===== config.mk =====
export PLATFORM = sky130hd
export DESIGN_NAME = pipe_stage_reg
export DESIGN_NICKNAME = d
export VERILOG_FILES = /design/src/rtl/pipe_pkg.sv /design/src/rtl/pipe_stage_reg_sat_counter.sv /design/src/rtl/pipe_stage_reg.sv
export SDC_FILE = /design/constraint.sdc
export NUM_CORES = 1
export LEC_CHECK = 0
export CAP_MARGIN = 20
export CELL_PAD_IN_SITES_DETAIL_PLACEMENT = 0
export CELL_PAD_IN_SITES_GLOBAL_PLACEMENT = 2
export CORE_MARGIN = 3
export CORE_UTILIZATION = 25
export CTS_BUF_LIST = sky130_fd_sc_hd__clkbuf_4
export CTS_CLUSTER_DIAMETER = 100
export DETAILED_ROUTE_END_ITERATION = 8
export PLACE_DENSITY_LB_ADDON = 0.2
export SETUP_SLACK_MARGIN = 0.2
export SLEW_MARGIN = 20
export SYNTH_ARGS = -nofsm -noshare
export SYNTH_HDL_FRONTEND = slang
export SYNTH_SLANG_ARGS = --single-unit

===== constraint.sdc =====
create_clock -name clock -period 2 [get_ports clock]
set_input_delay 0.2 -clock clock [delete_from_list [all_inputs] [get_ports clock]]
set_output_delay 0.2 -clock clock [all_outputs]
set_load 0.005 [all_outputs]

===== src/rtl/pipe_pkg.sv =====
// Shared constants for pipeline boundary registers: payload widths,
// the canonical bubble payload, skid-mode selectors and slot occupancy.
package pipe_pkg;

    localparam int PC_W   = 32;
    localparam int INST_W = 32;
    localparam int IFID_W = PC_W + INST_W;

    // All-zero payload doubles as the nop instruction.
    localparam logic [IFID_W-1:0] NOP = {IFID_W{1'b0}};

    localparam int SKID_OFF = 0;
    localparam int SKID_ON  = 1;

    typedef enum logic [1:0] {
        OCC_EMPTY = 2'd0,
        OCC_ONE   = 2'd1,
        OCC_TWO   = 2'd2
    } occ_e;

endpackage


===== src/rtl/pipe_stage_reg_sat_counter.sv =====
// Saturating event counter with synchronous clear; clear beats increment.
module sat_counter #(
    parameter int CNT_W = 16
) (
    input  logic             clock,
    input  logic             resetn,
    input  logic             inc,
    input  logic             clr,
    output logic [CNT_W-1:0] cnt
);

    localparam logic [CNT_W-1:0] CNT_MAX = {CNT_W{1'b1}};
    localparam logic [CNT_W-1:0] CNT_ONE = {{(CNT_W-1){1'b0}}, 1'b1};

    logic [CNT_W-1:0] cnt_r;

    // Count events, sticking at all-ones instead of wrapping.
    always_ff @(posedge clock or negedge resetn) begin
        if (!resetn) begin
            cnt_r <= {CNT_W{1'b0}};
        end else if (clr) begin
            cnt_r <= {CNT_W{1'b0}};
        end else if (inc && (cnt_r != CNT_MAX)) begin
            cnt_r <= cnt_r + CNT_ONE;
        end else begin
            cnt_r <= cnt_r;
        end
    end

    assign cnt = cnt_r;

endmodule


===== src/rtl/pipe_stage_reg.sv =====
// Pipeline boundary register with valid, stall, flush, optional 2-entry
// skid buffer and saturating stall/flush performance counters.
module pipe_stage_reg
    import pipe_pkg::*;
#(
    parameter int DATA_W = IFID_W,
    parameter int SKID   = SKID_OFF,
    parameter int CNT_W  = 16
) (
    input  logic              clock,
    input  logic              resetn,
    input  logic              in_valid,
    output logic              in_ready,
    input  logic [DATA_W-1:0] in_data,
    input  logic              flush,
    output logic              out_valid,
    input  logic              out_ready,
    output logic [DATA_W-1:0] out_data,
    input  logic              cnt_clr,
    output logic [CNT_W-1:0]  stall_cnt,
    output logic [CNT_W-1:0]  flush_cnt
);

    localparam logic [DATA_W-1:0] BUBBLE = {DATA_W{NOP[0]}};

    logic out_valid_s;
    logic skid_full_s;
    logic stall_inc_s;
    logic flush_inc_s;

    generate
        if (SKID == SKID_OFF) begin : g_enreg
            logic              valid_r;
            logic [DATA_W-1:0] data_r;

            // Enable register: load on out_ready, hold on stall, bubble on flush.
            always_ff @(posedge clock or negedge resetn) begin
                if (!resetn) begin
                    valid_r <= 1'b0;
                    data_r  <= BUBBLE;
                end else if (flush) begin
                    valid_r <= 1'b0;
                    data_r  <= BUBBLE;
                end else if (out_ready) begin
                    valid_r <= in_valid;
                    data_r  <= in_data;
                end else begin
                    valid_r <= valid_r;
                    data_r  <= data_r;
                end
            end

            assign in_ready    = out_ready;
            assign out_valid_s = valid_r;
            assign out_data    = data_r;
            assign skid_full_s = 1'b0;
        end else begin : g_skid
            logic              main_valid_r;
            logic              skid_valid_r;
            logic              in_ready_r;
            logic [DATA_W-1:0] main_data_r;
            logic [DATA_W-1:0] skid_data_r;
            logic              main_valid_s;
            logic              skid_valid_s;
            logic [DATA_W-1:0] main_data_s;
            logic [DATA_W-1:0] skid_data_s;
            logic              accept_s;
            logic              drain_s;
            occ_e              occ_s;

            assign accept_s = in_valid && in_ready_r;
            assign drain_s  = main_valid_r && out_ready;

            // Classify slot occupancy; skid-only is unreachable.
            always_comb begin
                case ({main_valid_r, skid_valid_r})
                    2'b00:   occ_s = OCC_EMPTY;
                    2'b10:   occ_s = OCC_ONE;
                    2'b11:   occ_s = OCC_TWO;
                    default: occ_s = OCC_EMPTY;
                endcase
            end

            // Next slot contents; main always holds the oldest entry.
            always_comb begin
                main_valid_s = main_valid_r;
                main_data_s  = main_data_r;
                skid_valid_s = skid_valid_r;
                skid_data_s  = skid_data_r;
                if (flush) begin
                    main_valid_s = 1'b0;
                    main_data_s  = BUBBLE;
                    skid_valid_s = 1'b0;
                    skid_data_s  = BUBBLE;
                end else begin
                    case (occ_s)
                        OCC_EMPTY: begin
                            if (accept_s) begin
                                main_valid_s = 1'b1;
                                main_data_s  = in_data;
                            end else begin
                                main_valid_s = 1'b0;
                            end
                        end
                        OCC_ONE: begin
                            if (drain_s && accept_s) begin
                                main_valid_s = 1'b1;
                                main_data_s  = in_data;
                            end else if (drain_s) begin
                                main_valid_s = 1'b0;
                                main_data_s  = BUBBLE;
                            end else if (accept_s) begin
                                skid_valid_s = 1'b1;
                                skid_data_s  = in_data;
                            end else begin
                                main_valid_s = 1'b1;
                            end
                        end
                        OCC_TWO: begin
                            if (drain_s) begin
                                main_data_s  = skid_data_r;
                                skid_valid_s = 1'b0;
                                skid_data_s  = BUBBLE;
                            end else begin
                                skid_valid_s = 1'b1;
                            end
                        end
                        default: begin
                            main_valid_s = 1'b0;
                            main_data_s  = BUBBLE;
                            skid_valid_s = 1'b0;
                            skid_data_s  = BUBBLE;
                        end
                    endcase
                end
            end

            // in_ready comes from the next skid state, so out_ready never reaches it combinationally.
            always_ff @(posedge clock or negedge resetn) begin
                if (!resetn) begin
                    main_valid_r <= 1'b0;
                    main_data_r  <= BUBBLE;
                    skid_valid_r <= 1'b0;
                    skid_data_r  <= BUBBLE;
                    in_ready_r   <= 1'b0;
                end else begin
                    main_valid_r <= main_valid_s;
                    main_data_r  <= main_data_s;
                    skid_valid_r <= skid_valid_s;
                    skid_data_r  <= skid_data_s;
                    in_ready_r   <= ~skid_valid_s;
                end
            end

            assign in_ready    = in_ready_r;
            assign out_valid_s = main_valid_r;
            assign out_data    = main_data_r;
            assign skid_full_s = skid_valid_r;
        end
    endgenerate

    assign out_valid   = out_valid_s;
    assign stall_inc_s = out_valid_s && !out_ready && !flush;
    assign flush_inc_s = flush && (out_valid_s || skid_full_s);

    sat_counter #(.CNT_W(CNT_W)) u_stall_cnt (
        .clock  (clock),
        .resetn (resetn),
        .inc    (stall_inc_s),
        .clr    (cnt_clr),
        .cnt    (stall_cnt)
    );

    sat_counter #(.CNT_W(CNT_W)) u_flush_cnt (
        .clock  (clock),
        .resetn (resetn),
        .inc    (flush_inc_s),
        .clr    (cnt_clr),
        .cnt    (flush_cnt)
    );

endmodule


# ---- Word level (Yosys, flattened, before mapping)
# Index checks and enable logic that the tools add are counted.
# Widths: inputs -> output; s select.
dict set report classes {
  n_mux 8
  reduce_logical 10
  add_sub_neg 2
  n_eq_ne 2
}
# op n
set ops {}
lappend ops {{$mux 64} 2}
lappend ops {{$mux 16} 4}
lappend ops {{$add 16x1->16 const B} 2}
lappend ops {{$ne 16x16->1 const B} 2}
lappend ops {{$reduce_bool 2->1} 3}
lappend ops {{$logic_and 1x1->1} 5}
lappend ops {{$logic_not 1->1} 2}
lappend ops {{$mux 1} 2}
dict set report totals {
  out_inout_bits 98
  reg_bits 97
  wordCells 26
}

# ---- Depth between registers and ports, before layout
dict set report logic_depth {
  ltp_word 6
  mapped_depth 6
  depth_no_buf 5
}

# ---- By module
# From an unflattened synthesis, not the netlist that was laid out.
dict set report unflattened {
  cells_unflattened 410
  area_unflattened_um2 4579.4
}
# module cells_per_inst area_per_inst_um2 instances seq_area_each_um2
set by_module_without_submodules {}
lappend by_module_without_submodules {pipe_stage_reg 214 2695.1 1 1626.6}
lappend by_module_without_submodules {sat_counter 98 942.2 2 400.4}

# ---- Worst setup path after synthesis
# No wires, ideal clock.
dict set report synth_path {
  path_type {reg-to-reg}
  start {register g_enreg.valid_r, in the netlist out_valid}
  end {register u_stall_cnt.cnt_r[11], in the netlist u_stall_cnt.cnt[11]}
  setup_time_ps 78
  required_ps 1922
  path_stages_with_launch 6
  arrival_ps 2047
  synth_period_minus_slack_ps 2125
  path_slack_ps -125
  cell_sequence {dfrtp_1 or3b_1 or4_1 buf_2 or4_1 a21oi_1}
}
dict set report synth_via {
  elab_chain_len 4
}
# item line
set synth_rtl {}
lappend synth_rtl {{start, declared} pipe_stage_reg.sv:33} ;# logic valid_r;
lappend synth_rtl {{start signal, assigned} pipe_stage_reg.sv:45} ;# valid_r <= in_valid;
lappend synth_rtl {{start signal, assigned} pipe_stage_reg.sv:48} ;# valid_r <= valid_r;
lappend synth_rtl {{$logic_and 1x1->1 (2 in a row)} pipe_stage_reg.sv:163} ;# assign stall_inc_s = out_valid_s && !out_ready && !flush;
lappend synth_rtl {{$logic_and 1x1->1} pipe_stage_reg_sat_counter.sv:23} ;# end else if (inc && (cnt_r != CNT_MAX)) begin
lappend synth_rtl {{$reduce_bool 2->1 (no source line)} -}
lappend synth_rtl {{end signal, assigned} pipe_stage_reg_sat_counter.sv:22} ;# cnt_r <= {CNT_W{1'b0}};
lappend synth_rtl {{end signal, assigned} pipe_stage_reg_sat_counter.sv:24} ;# cnt_r <= cnt_r + CNT_ONE;
lappend synth_rtl {{end signal, assigned} pipe_stage_reg_sat_counter.sv:26} ;# cnt_r <= cnt_r;
lappend synth_rtl {{end, declared} pipe_stage_reg_sat_counter.sv:15} ;# logic [CNT_W-1:0] cnt_r;
# No other way between the ends.
# A chain may end at the register's enable or synchronous reset.

# ---- Final worst setup path
# Same ends and word-level chain as after synthesis.

==> results by group <==
Drt
  • Vias per inst: between 4 and 5
  • Starting DRT DRC Count: about 170
  • DR pass1 iterations: 4
  • DR WL/cell: 16.0 um
  • ANT nets after route: 0
  • DRC Markers: 0
  • DR vias: about 3800
  • WL final: approximately 13000 um

Run status
  • Status: completed

Setup path
  • RR Startpoint: out_valid
  • Flop-to-flop setup slack: roughly 0.092 ns
  • Crit. Startpoint: out_valid
  • Crit start category: register
  • CP Class: register to register
  • Reg2reg end: u_stall_cnt.cnt[11]
  • Worst endpoint required time: between 2 and 2.5 ns
  • Cells on worst reg2reg path: 4
  • Worst EP arrival: around 2.3 ns
  • Crit end category: register
  • Max Fanout on Critical Path: 8

Global routing
  • First-pass GRT wire length: approximately 22000 um
  • Grt ovf: 0
  • Largest net degree at the start of global routing: 98
  • Initial antenna violation count: 1
  • Vias in the first global route: just under 4000
  • Global Route Usage Sum: 0.139

Hold path
  • Worst min path class: input pin to register
  • Worst Hold Depth: 4
  • Hold Crit Start: out_ready
  • Hold EP: u_stall_cnt.cnt[1]

Logic synthesis
  • Cell area after synthesis: about 4400 sq um
  • Post-synth top area share: 0.552
  • Dominant cells by area after synthesis: dfrtp_1 55%, mux2i_1 15%, nor2_1 6.7%, a21oi_1 2.2%, or4_1 1.9%
  • Syn_nets: 484
  • Seq/Total Area, Yosys: 0.552
  • Synth Area per Inst: 10.7 sq um
  • Mapped Cells: a little over 400
  • FF+latch count, synth: 97
  • Post-synth ARST share: 1.00
  • Cell variety after synth: 38
  • Ys flop type: dfrtp_1
  • Number of flops mapped to enable cells by yosys: 0
  • Leading area contributor after synthesis: dfrtp_1
  • YS warnings: 0

Clock tree
  • CTS H-tree depth: 3
  • Max clock buf depth: 2
  • Root buf cell: clkbuf_4
  • TritonCTS Sinks: just under 100
  • Worst-skew pair later-pin latency: approximately 0.47 ns
  • CTS clock-pin slew for the worst setup and hold paths: between 0.15 and 0.2 ns
  • Total clock buffers created by CTS: 9
  • CTS tree: built

Pwr
  • Sequential share of power: 0.549
  • Clk pwr share: 0.296
  • Internal power: 2780 uW
  • Pwr Density: approximately 550 nW/um^2
  • Leakage power: approximately 0.003 uW
  • Combinational power share: 0.155
  • Peak VDD IR: 0.000326 V
  • Sw Share: 0.266
  • Switch Pwr: around 1000 uW

Place
  • Pre-CTS setup slack: around 0.08 ns
  • Port bufs: around 170
  • Global placement routability congestion: roughly 0.8
  • Placed cell areas: 6450 sq um
  • Hpwl dp: roughly 9200 um

Timing
  • Crit share post-route: 0.954
  • Clock Skew: 0.0157 ns
  • RSZ-0062 raised after global routing: true
  • Fin. max-slew vios: 0
  • Setup tns final: 0 ns
  • Slew HR: 0.529
  • Fin Hold WS: 0.0867 ns
  • Max frequency: 524 MHz
  • Min Tclk post-route: 1.91 ns
  • Slew @ Worst Pin: just over 0.7 ns
  • Fin. Hold Viols: 0
  • Worst setup margin: between 0.09 and 0.1 ns
  • Final setup fails: 0

Floorplan
  • Core Region: about 17000 sq um
  • Die Y: roughly 140 um
  • Initial Util: 0.261
  • Row count: 47
  • Die footprint: about 19000 sq um
  • IO Count: about 170
  • Die W: 139 um

Layout
  • Most common cell after layout, fill and taps aside: clkdlybuf4s50_1
  • Nets: between 600 and 700
  • P&R area growth vs syn: 55.4%
  • Most frequent cells in the layout: 160 x clkdlybuf4s50_1, 95 x dfrtp_1, 78 x nor2_1, 66 x mux2i_1, 35 x buf_4
  • Design area: 6840 sq um
  • Layout cells sized above 1: 0.143
  • Fillers: 1635

Job
  • Max-cap violations: 0
[kinds of logic (layout without fill, tap and decap cells)]
logic type / count (synthesis) / after routing / synth area share
adder cells (fa/ha/maj): 2 / 2 / 0.00569
buffers and inverters: 30 / 228 / 0.0267
XOR/XNOR: 1 / 1 / 0.00199
flip-flops: 97 / 97 / 0.552
AND/OR/NAND/NOR: 161 / 161 / 0.176
AO/OA/AOI/OAI: 48 / 48 / 0.0697
multiplexers: 73 / 73 / 0.168
other: 0 / 2 / 0
[per-stage QoR]
stage                     total power [uW]  std cells  utilization
after global placement                2690        799        0.382
after detailed placement              2700        799        0.382
after CTS                             3860        823        0.396
final                                 3790        832        0.405
after floorplan                       2300        412            -
after global routing                  4010        832        0.405
[final cells by class]
class	count	area (sq um)	share of cell area
diodes	2	5.00	0.000732
clock buffers	9	67.6	0.00988
clock inverters	7	76.3	0.0112
inverters	6	22.5	0.00329
multi-input cells	285	1950	0.286
flip-flops and latches	97	2430	0.355
well taps	220	275	0.0403
repair buffers	206	2010	0.294
[worst max-delay path by stage]
stage                          endpoint  slack [ns]  cells after the start
global route        u_stall_cnt.cnt[11]        0.02                      5
detailed placement  u_stall_cnt.cnt[11]        0.08                      4
global placement    u_stall_cnt.cnt[11]        0.11                      4
CTS                  u_stall_cnt.cnt[9]        0.09                      4
floorplan           u_stall_cnt.cnt[11]        0.08                      5
finish              u_stall_cnt.cnt[11]        0.09                      4
[what timing repair did]
item / in CTS / in global routing
setup buffers: 5 / 6
hold endpoints to repair: 98 / 0
gates resized for setup: 5 / 25
hold buffers: 3 / 0
pin swaps: 0 / 4
setup endpoints to repair: 12 / 28
[critical path, stage by stage (launching register included)]
cell     delay (ns)
dfrtp_1        0.40
or3b_4         0.41
or4_4          0.48
or4_4          0.43
a21oi_2        0.12
[sequential cells by signal, indices dropped and copies added (netlist names)]
| name | flops |
|---|---|
| u_flush_cnt.cnt | 16 |
| out_data | 64 |
| out_valid | 1 |
| u_stall_cnt.cnt | 16 |
[power groups by stage]
stage	combinational, uW	clock [uW]	sequential [uW]
floorplan	178	0	2120
global placement	579	0	2110
detailed placement	581	0	2110
CTS	595	1180	2080
global route	643	1280	2090
finish	588	1120	2080
[synth_stat cells, drive strengths merged, types with 5 or more instances]
cell type / number
a21oi: 19
and3: 5
buf: 9
clkbuf: 15
dfrtp: 97
inv: 6
mux2: 7
mux2i: 66
nand2: 17
nand3: 9
nand4: 6
nor2: 78
nor2b: 7
nor3: 7
nor4: 6
o21ai: 8
o31ai: 9
or3: 6
or4: 11
[per-layer routing]
layer,global-route usage,up-vias,part of all wire
li1,-,1860,-
met1,0.178,1844,0.44
met2,0.222,106,0.48
met3,0.0534,15,0.067
met4,0.0350,0,0.014
met5,0,-,0
Power figures use the tool's default switching activity.
